<file path="src/rtl/serial_hex_loader_pkg.sv">
// Shared constants and state encodings for the serial hex loader and its debug companions.
package serial_hex_loader_pkg;

    localparam logic [7:0] CH_DOLLAR = 8'h24;
    localparam logic [7:0] CH_HASH   = 8'h23;
    localparam logic [7:0] CH_SPACE  = 8'h20;
    localparam logic [7:0] CH_CR     = 8'h0D;
    localparam logic [7:0] CH_LF     = 8'h0A;

    typedef enum logic [1:0] {
        P_IDLE,
        P_ADDR,
        P_DATA_HI,
        P_DATA_LO
    } parse_state_t;

    typedef enum logic [2:0] {
        RX_HUNT,
        RX_START,
        RX_DATA,
        RX_STOP,
        RX_WAIT_IDLE
    } rx_state_t;

endpackage

</file>
<file path="src/rtl/serial_hex_loader_if.sv">
// BRAM write port bundle driven by the hex loader.
interface serial_hex_loader_if #(
    parameter int ADDR_W = 10
);
    logic [ADDR_W-1:0] WrAddr;
    logic [7:0]        WrData;
    logic              WrEn;

    modport master (output WrAddr, output WrData, output WrEn);
    modport slave  (input  WrAddr, input  WrData, input  WrEn);
endinterface

</file>
<file path="src/rtl/serial_hex_loader_rx.sv">
// 8N1 UART receiver with input synchronizer; mirror of serial_tx.
module serial_rx
    import serial_hex_loader_pkg::*;
#(
    parameter int CLK_HZ = 24000000,
    parameter int BAUD   = 115200
) (
    input  logic       clk,
    input  logic       RESET,
    input  logic       rx_pin,
    output logic [7:0] rbyte,
    output logic       valid,
    output logic       frame_err
);

    localparam int DIV   = CLK_HZ / BAUD;
    localparam int CNT_W = $clog2(DIV + 1);
    localparam logic [CNT_W-1:0] HALF_LAST = CNT_W'(DIV / 2 - 1);
    localparam logic [CNT_W-1:0] FULL_LAST = CNT_W'(DIV - 1);

    logic             sync1, sync2, line_prev;
    rx_state_t        state;
    logic [CNT_W-1:0] cnt;
    logic [2:0]       bit_idx;
    logic [7:0]       shift;

    // Synchronizer starts low so a line held low through reset lands in WAIT_IDLE.
    always_ff @(posedge clk or negedge RESET) begin
        if (!RESET) begin
            sync1     <= 1'b0;
            sync2     <= 1'b0;
            line_prev <= 1'b0;
            state     <= RX_WAIT_IDLE;
            cnt       <= '0;
            bit_idx   <= '0;
            shift     <= '0;
            rbyte     <= '0;
            valid     <= 1'b0;
            frame_err <= 1'b0;
        end else begin
            sync1     <= rx_pin;
            sync2     <= sync1;
            line_prev <= sync2;
            valid     <= 1'b0;
            frame_err <= 1'b0;
            case (state)
                RX_HUNT: begin
                    if (line_prev && !sync2) begin
                        state <= RX_START;
                        cnt   <= '0;
                    end
                end
                RX_START: begin
                    if (cnt == HALF_LAST) begin
                        cnt <= '0;
                        if (!sync2) begin
                            state   <= RX_DATA;
                            bit_idx <= '0;
                        end else begin
                            state <= RX_HUNT;
                        end
                    end else begin
                        cnt <= cnt + 1'b1;
                    end
                end
                RX_DATA: begin
                    if (cnt == FULL_LAST) begin
                        cnt     <= '0;
                        shift   <= {sync2, shift[7:1]};
                        bit_idx <= bit_idx + 1'b1;
                        if (bit_idx == 3'd7)
                            state <= RX_STOP;
                    end else begin
                        cnt <= cnt + 1'b1;
                    end
                end
                RX_STOP: begin
                    if (cnt == FULL_LAST) begin
                        cnt <= '0;
                        if (sync2) begin
                            rbyte <= shift;
                            valid <= 1'b1;
                            state <= RX_HUNT;
                        end else begin
                            frame_err <= 1'b1;
                            state     <= RX_WAIT_IDLE;
                        end
                    end else begin
                        cnt <= cnt + 1'b1;
                    end
                end
                RX_WAIT_IDLE: begin
                    if (sync2)
                        state <= RX_HUNT;
                end
                default: state <= RX_WAIT_IDLE;
            endcase
        end
    end

endmodule

</file>
<file path="src/rtl/serial_hex_loader.sv">
// Parses "$AAAA#DD DD ..CR" hex records from the UART and writes the bytes into BRAM.
module serial_hex_loader
    import serial_hex_loader_pkg::*;
#(
    parameter int CLK_HZ = 24000000,
    parameter int BAUD   = 115200,
    parameter int ADDR_W = 10
) (
    input  logic                       clk,
    input  logic                       RESET,
    input  logic                       RxPin,
    serial_hex_loader_if.master        bram,
    output logic                       FrameErr,
    output logic                       SyntaxErr,
    output logic                       Active
);

    logic [7:0]        rx_byte;
    logic              rx_valid;
    logic              rx_ferr;
    parse_state_t      state;
    logic [ADDR_W-1:0] acc;
    logic [3:0]        hi;
    logic [4:0]        dig;

    // Bit 4 flags a legal hex digit, bits 3:0 carry its value.
    function automatic logic [4:0] hex_decode(input logic [7:0] c);
        logic [7:0] d;
        d          = 8'h00;
        hex_decode = 5'h00;
        if (c >= 8'h30 && c <= 8'h39) begin
            d          = c - 8'h30;
            hex_decode = {1'b1, d[3:0]};
        end else if (c >= 8'h41 && c <= 8'h46) begin
            d          = c - 8'h37;
            hex_decode = {1'b1, d[3:0]};
        end else if (c >= 8'h61 && c <= 8'h66) begin
            d          = c - 8'h57;
            hex_decode = {1'b1, d[3:0]};
        end
    endfunction

    serial_rx #(
        .CLK_HZ(CLK_HZ),
        .BAUD  (BAUD)
    ) u_rx (
        .clk      (clk),
        .RESET    (RESET),
        .rx_pin   (RxPin),
        .rbyte    (rx_byte),
        .valid    (rx_valid),
        .frame_err(rx_ferr)
    );

    assign dig      = hex_decode(rx_byte);
    assign FrameErr = rx_ferr;
    assign Active   = (state != P_IDLE);

    // A frame error abandons the record silently; written bytes stay in memory.
    always_ff @(posedge clk or negedge RESET) begin
        if (!RESET) begin
            state       <= P_IDLE;
            acc         <= '0;
            hi          <= '0;
            bram.WrAddr <= '0;
            bram.WrData <= '0;
            bram.WrEn   <= 1'b0;
            SyntaxErr   <= 1'b0;
        end else begin
            bram.WrEn <= 1'b0;
            SyntaxErr <= 1'b0;
            if (bram.WrEn)
                bram.WrAddr <= bram.WrAddr + 1'b1;
            if (rx_ferr) begin
                state <= P_IDLE;
            end else if (rx_valid) begin
                case (state)
                    P_IDLE: begin
                        if (rx_byte == CH_DOLLAR) begin
                            state <= P_ADDR;
                            acc   <= '0;
                        end
                    end
                    P_ADDR: begin
                        if (dig[4]) begin
                            acc <= ADDR_W'({acc, dig[3:0]});
                        end else if (rx_byte == CH_HASH) begin
                            bram.WrAddr <= acc;
                            state       <= P_DATA_HI;
                        end else if (rx_byte == CH_DOLLAR) begin
                            acc <= '0;
                        end else begin
                            SyntaxErr <= 1'b1;
                            state     <= P_IDLE;
                        end
                    end
                    P_DATA_HI: begin
                        if (dig[4]) begin
                            hi    <= dig[3:0];
                            state <= P_DATA_LO;
                        end else if (rx_byte == CH_SPACE) begin
                            state <= P_DATA_HI;
                        end else if (rx_byte == CH_CR || rx_byte == CH_LF) begin
                            state <= P_IDLE;
                        end else if (rx_byte == CH_DOLLAR) begin
                            acc   <= '0;
                            state <= P_ADDR;
                        end else begin
                            SyntaxErr <= 1'b1;
                            state     <= P_IDLE;
                        end
                    end
                    P_DATA_LO: begin
                        if (dig[4]) begin
                            bram.WrData <= {hi, dig[3:0]};
                            bram.WrEn   <= 1'b1;
                            state       <= P_DATA_HI;
                        end else begin
                            SyntaxErr <= 1'b1;
                            state     <= P_IDLE;
                        end
                    end
                    default: state <= P_IDLE;
                endcase
            end
        end
    end

endmodule

</file>
<file path="src/flat_wrapper.sv">
// flat-port wrapper written by rule: the top's interface ports become plain ports
module serial_hex_loader_flat import serial_hex_loader_pkg::*;
#(
    parameter int CLK_HZ = 24000000,
    parameter int BAUD   = 115200,
    parameter int ADDR_W = 10
)
  (clk, RESET, RxPin, FrameErr, SyntaxErr, Active, bram_WrAddr, bram_WrData, bram_WrEn);
  serial_hex_loader_if #(.ADDR_W(ADDR_W)) bram_i ();
  input  logic clk;
  input  logic RESET;
  input  logic RxPin;
  output logic FrameErr;
  output logic SyntaxErr;
  output logic Active;
  output wire logic [$bits(bram_i.WrAddr)-1:0] bram_WrAddr;
  output wire logic [$bits(bram_i.WrData)-1:0] bram_WrData;
  output wire logic [$bits(bram_i.WrEn)-1:0] bram_WrEn;
  assign bram_WrAddr = bram_i.WrAddr;
  assign bram_WrData = bram_i.WrData;
  assign bram_WrEn = bram_i.WrEn;
  serial_hex_loader #(.CLK_HZ(CLK_HZ), .BAUD(BAUD), .ADDR_W(ADDR_W)) u_core (.clk(clk), .RESET(RESET), .RxPin(RxPin), .bram(bram_i), .FrameErr(FrameErr), .SyntaxErr(SyntaxErr), .Active(Active));
endmodule
</file>
<file path="config.mk">
export PLATFORM = sky130hd
export DESIGN_NAME = serial_hex_loader_flat
export DESIGN_NICKNAME = d
export VERILOG_FILES = /design/src/rtl/serial_hex_loader_pkg.sv /design/src/rtl/serial_hex_loader_if.sv /design/src/rtl/serial_hex_loader_rx.sv /design/src/rtl/serial_hex_loader.sv /design/src/flat_wrapper.sv
export SDC_FILE = /design/constraint.sdc
export NUM_CORES = 1
export LEC_CHECK = 0
export CORE_MARGIN = 2
export CORE_UTILIZATION = 58
export DETAILED_ROUTE_END_ITERATION = 7
export PLACE_DENSITY = 0.85
export SLEW_MARGIN = 30
export SYNTH_ARGS = -nofsm -noshare
export SYNTH_HDL_FRONTEND = slang
export SYNTH_SLANG_ARGS = --single-unit
</file>
<file path="constraint.sdc">
create_clock -name clk -period 3.3 [get_ports clk]
set_input_delay 0.99 -clock clk [delete_from_list [all_inputs] [get_ports clk]]
set_output_delay 0.99 -clock clk [all_outputs]
set_load 0.01 [all_outputs]
</file>
==> results.sh, run 1 <==
export IMPL_status="finished clean"
export IMPL_postSynthCellCount=303
export IMPL_start_kind="flip-flop"
export IMPL_fin_setup_tns_ps=0
export IMPL_intPower_mw=1.47
export IMPL_finalCritPeriodShare_pct=82.3
export IMPL_drc=0
export IMPL_hold_viol=0
export IMPL_cts_path_max_buffers=2
export IMPL_clkPwrFrac_pct=38.0
export IMPL_grt_pass1_vias=2233
export IMPL_drive_gt1_share_pct=14.7
export IMPL_path_max_fanout=11
export IMPL_dieArea_um2=6460
export IMPL_synth_mux_area_share_pct=10.8
export IMPL_ir_drop_v=0.000521
export IMPL_via_per_inst=5.78
export IMPL_die_x_um=80.4
export IMPL_syn_area_um2=3390
export IMPL_finalCriticalPeriod_ps=2720
export IMPL_power_switching_mw=0.577
export IMPL_cts_resized=0
export IMPL_fp_row_count=27
export IMPL_clock_latency_ps=340
export IMPL_numPortBuffers=24
export IMPL_place_area_um2=3690
export IMPL_synth_distinct_cells=53
export IMPL_clock_skew_final_ps=8.42
export IMPL_timing_slew_headroom_pct=50.3
export IMPL_grt_overflow=0
export IMPL_io_pins=25
export IMPL_power_per_cell_area_nw_per_um2=522
export IMPL_fillers=415
export IMPL_drt_iter0_markers=150
export IMPL_grt_pass1_wl_um=10200
export IMPL_holdPathStages=0
export IMPL_cts_root_buffer="clkbuf_8"
export IMPL_setup_viol=0
export IMPL_p_sw_share_pct=28.2
export IMPL_min_path_type="flip-flop to flip-flop"
export IMPL_core_area_um2=5570
export IMPL_drtAntennaViolNets=0
export IMPL_ys_async_sr_fraction_pct=100
export IMPL_antenna_found_initial=0
export IMPL_place_congestion=0.869
export IMPL_ys_warn_count=0
export IMPL_cp_cell_sequence="inv_1, ha_1, nor3b_1, or4b_4, a211oi_2, mux2_2"
export IMPL_synth_top_family_by_area="compound AO/OA/AOI/OAI gates"
export IMPL_vias=2348
export IMPL_cap_violations=0
export IMPL_criticalPathCategory="flip-flop to flip-flop"
export IMPL_area_delta_synth_final_pct=15.7
export IMPL_hold_end="u_core.u_rx.sync2$_DFF_PN0_"
export IMPL_worst_endpoint_required_ps=3530
export IMPL_power_frac_comb_pct=13.7
export IMPL_synthSimpleGateAreaFrac_pct=13.8
export IMPL_cts_tree="yes"
export IMPL_ys_seq_area_share_pct=52.5
export IMPL_p_seq_share_pct=48.3
export IMPL_fmax_mhz=368
export IMPL_htreeDepth=3
export IMPL_drt_wirelength_per_cell_um=14.8
export IMPL_cp_arrival_ps=2950
export IMPL_syn_nets=314
export IMPL_p_leak_nw=1.77
export IMPL_numCtsBuffers=9
export IMPL_rr_startpoint="u_core.u_rx.rbyte[0]$_DFFE_PN0P_"
export IMPL_dr_pass1_iters=4
export IMPL_synth_fa_ha_area_share_pct=2.96
export IMPL_grt_max_degree=39
export IMPL_synth_seq_cells=71
export IMPL_hold_buffers=0
export IMPL_wl_um=6030
export IMPL_synth_compound_area_share_pct=14.5
export IMPL_postCtsSetupBuffers=0
export IMPL_min_from="u_core.u_rx.sync1$_DFF_PN0_"
export IMPL_r2r_cells=6
export IMPL_grt_setup_unrepaired="false"
export IMPL_nets=340
export IMPL_groute_usage_overall_pct=20.6
export IMPL_dieHeight_um=80.4
export IMPL_synth_edf_count=0
export IMPL_r2r_end="u_core.bram.WrData[0]$_DFFE_PN0P_"
export IMPL_slew_violations=0
export IMPL_clock_sinks=71
export IMPL_antenna_cells=0
export IMPL_start_util_pct=60.7
export IMPL_worstMarginPinSlew_ps=744
export IMPL_r2r_slack_ps=580
export IMPL_hpwl_um=4180
export IMPL_fin_area_um2=3920
export IMPL_clk_pin_slew_worst_paths_ps=80
export IMPL_cp_end_kind="flip-flop"
export IMPL_max_stage_delay_ps=680
export IMPL_synth_xor_area_share_pct=2.59
export IMPL_synth_main_ff_cell="dfrtp_1"
export IMPL_avgSynthCellArea_um2=11.2
export IMPL_slowest_stage="a211oi_2"
## worst max-delay path: cells and delay by family (launching register included)
kind / cells / cell delay (ps)
and+or+nand+nor: 2 / 740
AOI/OAI and AO/OA: 1 / 680
DFF: 1 / 420
muxes: 1 / 400
adders and majority gates: 1 / 260
buffers and inverters: 1 / 100
## placed cells by master (no fill, tap or decap), types with 6 or more instances in the layout
cell type / synthesis / final
a21oi_1: 21 / 21
a22o_1: 12 / 12
clkbuf_8: 0 / 9
clkdlybuf4s50_1: 0 / 23
dfrtp_1: 70 / 70
ha_1: 8 / 8
inv_1: 12 / 12
mux2_1: 7 / 7
mux2_2: 20 / 20
mux2i_1: 6 / 6
nand2_1: 13 / 13
nand2b_1: 10 / 10
nand3_1: 10 / 10
nor2_1: 23 / 23
o21ai_0: 15 / 15
## power groups by stage
stage	Sequential [mW]	Clock, mW	Combinational (mW)
floorplan	0.959	0	0.248
global placement	0.999	0	0.273
detailed placement	1.00	0	0.282
CTS	0.985	0.794	0.283
global route	0.997	0.822	0.325
finish	0.988	0.778	0.280
## state kept, by name (all words and copies together) (netlist names)
signal                 cells
u_core.hi                  4
u_core.u_rx.sync1          1
u_core.u_rx.shift          8
u_core.u_rx.rbyte          8
u_core.state               2
u_core.SyntaxErr           1
u_core.u_rx.line_prev      1
u_core.u_rx.state          3
u_core.u_rx.bit_idx        3
u_core.u_rx.cnt            8
u_core.bram.WrData         8
u_core.u_rx.frame_err      1
u_core.acc                10
u_core.u_rx.sync2          1
u_core.bram.WrEn           1
u_core.u_rx.valid          1
u_core.bram.WrAddr        10
## synthesized netlist by cell type, drive strengths merged (2+ instances only)
cell type,count,area [µm²]
xnor2,5,43.8
nand4,2,12.5
inv,12,45.0
nand3,11,60.1
o41a,2,22.5
nand3b,3,22.5
o22ai,2,12.5
a22o,12,105
a21oi,21,105
nor2b,3,18.8
nor4,2,12.5
nand2,13,48.8
and2,2,12.5
clkbuf,8,30.0
o311ai,3,33.8
mux2,27,304
ha,8,100
a21o,2,15.0
nor2,24,92.6
nor3,2,10.0
o2bb2ai,3,26.3
nor3b,3,22.5
and3,4,25.0
o21ai,17,85.1
mux2i,6,60.1
nand2b,10,62.6
buf,3,21.3
xor2,5,43.8
dfrtp,70,1750
## logic make-up after synthesis
logic type | Yosys count
AO/OA/AOI/OAI | 72
XOR/XNOR | 10
adder cells (fa/ha/maj) | 8
buffers and inverters | 23
flip-flops | 71
multiplexers | 33
AND/OR/NAND/NOR | 86
## layout make-up
| class | instances | area, µm² | area share (%) |
|---|---|---|---|
| tap | 72 | 90.1 | 2.30 |
| sequential | 71 | 1780 | 45.4 |
| multi-input combinational | 209 | 1510 | 38.6 |
| clock inverter | 7 | 104 | 2.65 |
| clock buffer | 9 | 124 | 3.16 |
| timing repair buffer | 26 | 265 | 6.77 |
| inverter | 12 | 45.0 | 1.15 |
## worst max-delay path by stage
stage                                           startpoint                                end  slack, ps  depth (start not counted)
after floorplan           u_core.u_rx.rbyte[0]$_DFFE_PN0P_  u_core.bram.WrData[1]$_DFFE_PN0P_       1020                          7
after global placement    u_core.u_rx.rbyte[0]$_DFFE_PN0P_  u_core.bram.WrData[0]$_DFFE_PN0P_        630                          6
after detailed placement  u_core.u_rx.rbyte[0]$_DFFE_PN0P_  u_core.bram.WrData[0]$_DFFE_PN0P_        570                          6
after CTS                 u_core.u_rx.rbyte[0]$_DFFE_PN0P_  u_core.bram.WrData[5]$_DFFE_PN0P_        560                          6
after global routing      u_core.u_rx.rbyte[1]$_DFFE_PN0P_  u_core.bram.WrData[0]$_DFFE_PN0P_        330                          6
final                     u_core.u_rx.rbyte[0]$_DFFE_PN0P_  u_core.bram.WrData[0]$_DFFE_PN0P_        580                          6
## layer usage
layer | GRT usage [%] | routed length, µm | vias to the layer above
met5 | 0 | 0 | -
li1 | - | - | 1149
met2 | 32.1 | 2880 | 44
met3 | 3.93 | 202 | 7
met4 | 8.81 | 53 | 0
met1 | 28.5 | 2890 | 1148
## metrics by stage
step / hold slack, ps / total power [mW] / util (%) / cells / setup slack (ps)
6_report: 364 / 2.05 / 70.3 / 406 / 583
3_3_place_gp: 333 / 1.27 / 66.2 / 390 / 630
4_1_cts: 366 / 2.06 / 70.2 / 406 / 558
2_1_floorplan: 331 / 1.21 / - / 303 / 1020
3_5_place_dp: 341 / 1.28 / 66.2 / 390 / 570
5_1_grt: 368 / 2.14 / 70.3 / 406 / 326
(Power assumes the default switching activity.)
==> run 2, diff against run 1 <==
clock period = 2.79 ns   (was 3.3 ns; I/O delays follow)
==> results.sh, run 2 (same netlist as run 1, synthesis figures left out) <==
export IMPL_status="finished clean"
export IMPL_cap_violations=0
export IMPL_cts_root_buffer="clkbuf_8"
export IMPL_r2r_end="u_core.bram.WrData[6]$_DFFE_PN0P_"
export IMPL_hpwl_um=4190
export IMPL_path_max_fanout=10
export IMPL_r2r_slack_ps=350
export IMPL_power_per_cell_area_nw_per_um2=631
export IMPL_r2r_cells=7
export IMPL_drtAntennaViolNets=0
export IMPL_io_pins=25
export IMPL_ir_drop_v=0.000449
export IMPL_fin_setup_tns_ps=0
export IMPL_start_kind="flip-flop"
export IMPL_min_from="u_core.u_rx.sync1$_DFF_PN0_"
export IMPL_setup_viol=0
export IMPL_finalCritPeriodShare_pct=89.6
export IMPL_nets=342
export IMPL_p_seq_share_pct=47.1
export IMPL_postCtsSetupBuffers=0
export IMPL_cts_tree="yes"
export IMPL_dieHeight_um=80.4
export IMPL_criticalPathCategory="flip-flop to output port"
export IMPL_holdPathStages=0
export IMPL_dieArea_um2=6460
export IMPL_numCtsBuffers=9
export IMPL_antenna_cells=0
export IMPL_die_x_um=80.4
export IMPL_intPower_mw=1.82
export IMPL_layout_commonest_cell="dfrtp_1"
export IMPL_top_layer_used="met4"
export IMPL_clock_latency_ps=340
export IMPL_clk_pin_slew_worst_paths_ps=70
export IMPL_place_congestion=0.879
export IMPL_fp_row_count=27
export IMPL_final_cell_mix="70 x dfrtp_1, 23 x nor2_1, 23 x clkdlybuf4s50_1"
export IMPL_slew_violations=0
export IMPL_grt_overflow=0
export IMPL_rr_startpoint="u_core.u_rx.rbyte[0]$_DFFE_PN0P_"
export IMPL_p_sw_share_pct=26.8
export IMPL_start_util_pct=60.7
export IMPL_power_switching_mw=0.665
export IMPL_p_leak_nw=1.78
export IMPL_min_path_type="flip-flop to flip-flop"
export IMPL_cts_resized=0
export IMPL_drt_iter0_markers=125
export IMPL_groute_usage_overall_pct=20.8
export IMPL_power_frac_comb_pct=13.4
export IMPL_dr_wl_met3_um=172
export IMPL_hold_viol=0
export IMPL_drc=0
export IMPL_drt_wirelength_per_cell_um=14.7
export IMPL_antenna_found_initial=0
export IMPL_finalCriticalPeriod_ps=2500
export IMPL_grt_pass1_wl_um=10300
export IMPL_grt_max_degree=42
export IMPL_met2_length_um=2890
export IMPL_largestRegisters="u_core.acc: 10 flops, u_core.bram.WrAddr: 10 flops"
export IMPL_cts_path_max_buffers=2
export IMPL_clock_skew_final_ps=6.54
export IMPL_via_per_inst=5.84
export IMPL_total_power_mw=2.48
export IMPL_numPortBuffers=24
export IMPL_met1_length_um=2810
export IMPL_area_delta_synth_final_pct=16.2
export IMPL_clkPwrFrac_pct=39.5
export IMPL_hold_end="u_core.u_rx.sync2$_DFF_PN0_"
export IMPL_wl_um=6000
export IMPL_clock_sinks=71
export IMPL_vias=2384
export IMPL_worstMarginPinSlew_ps=671
export IMPL_core_area_um2=5570
export IMPL_grt_setup_unrepaired="false"
export IMPL_htreeDepth=3
export IMPL_fmax_mhz=400
export IMPL_cp_end_kind="output port"
export IMPL_hold_buffers=0
export IMPL_fillers=411
export IMPL_cp_arrival_ps=1660
export IMPL_dr_pass1_iters=4
export IMPL_timing_slew_headroom_pct=55.0
export IMPL_drive_gt1_share_pct=15.2
export IMPL_worst_endpoint_required_ps=1950
export IMPL_grt_pass1_vias=2234
[run 2: changes by cell type in the layout (fill, tap and decap cells not counted)]
| cell | previous run | this run |
|---|---|---|
| buf_2 | 0 | 1 |
| inv_6 | 2 | 0 |
| bufinv_16 | 2 | 3 |
| buf_4 | 2 | 4 |
| buf_12 | 1 | 0 |
| clkinv_2 | 0 | 1 |
[run 2: area by class of cell]
cell class / instances / area (µm²) / share of cell area, %
clock inverters: 7 / 121 / 3.08
flip-flops and latches: 71 / 1780 / 45.2
well taps: 72 / 90.1 / 2.29
inverters: 12 / 45.0 / 1.14
clock buffers: 9 / 124 / 3.15
repair buffers: 28 / 265 / 6.74
multi-input cells: 209 / 1510 / 38.4
[run 2: how the worst max path moves through the flow]
stage,startpoint,end,slack (ps),depth (start not counted)
finish,u_core.state[1]$_DFFE_PN0P_,Active,290,2
global route,u_core.u_rx.rbyte[0]$_DFFE_PN0P_,u_core.acc[0]$_DFFE_PN0P_,170,7
CTS,u_core.state[1]$_DFFE_PN0P_,Active,280,2
detailed placement,u_core.u_rx.rbyte[0]$_DFFE_PN0P_,u_core.bram.WrData[6]$_DFFE_PN0P_,370,7
global placement,u_core.u_rx.rbyte[0]$_DFFE_PN0P_,u_core.bram.WrData[0]$_DFFE_PN0P_,460,7
floorplan,u_core.u_rx.rbyte[0]$_DFFE_PN0P_,u_core.bram.WrData[1]$_DFFE_PN0P_,510,7
[run 2: power by group through the flow]
stage / registers (mW) / clock network [mW] / logic, mW
final: 1.17 / 0.981 / 0.332
after global routing: 1.18 / 1.04 / 0.377
after CTS: 1.17 / 1.00 / 0.335
after detailed placement: 1.18 / 0 / 0.331
after global placement: 1.18 / 0 / 0.322
after floorplan: 1.13 / 0 / 0.293
[run 2: critical path: stages, from the launching register on]
cell             delay, ps
dfrtp_1                490
or2_2                  350
clkdlybuf4s50_1        480
[run 2: metrics by stage]
| step | hold slack (ps) | setup slack, ps | instance area (µm²) | utilization (%) | cells |
|---|---|---|---|---|---|
| final | 347 | 291 | 3940 | 70.6 | 408 |
| after global routing | 363 | 168 | 3940 | 70.6 | 408 |
| after CTS | 351 | 282 | 3940 | 70.6 | 408 |
| after detailed placement | 337 | 365 | 3690 | 66.2 | 392 |
| after global placement | 334 | 462 | 3690 | 66.2 | 392 |
| after floorplan | 331 | 514 | 3390 | - | 303 |
[run 2: metal layers]
metal,track usage (%),vias to the layer above
met5,0,-
met3,4.04,10
met4,9.49,0
met1,28.2,1168
met2,32.5,48
li1,-,1158
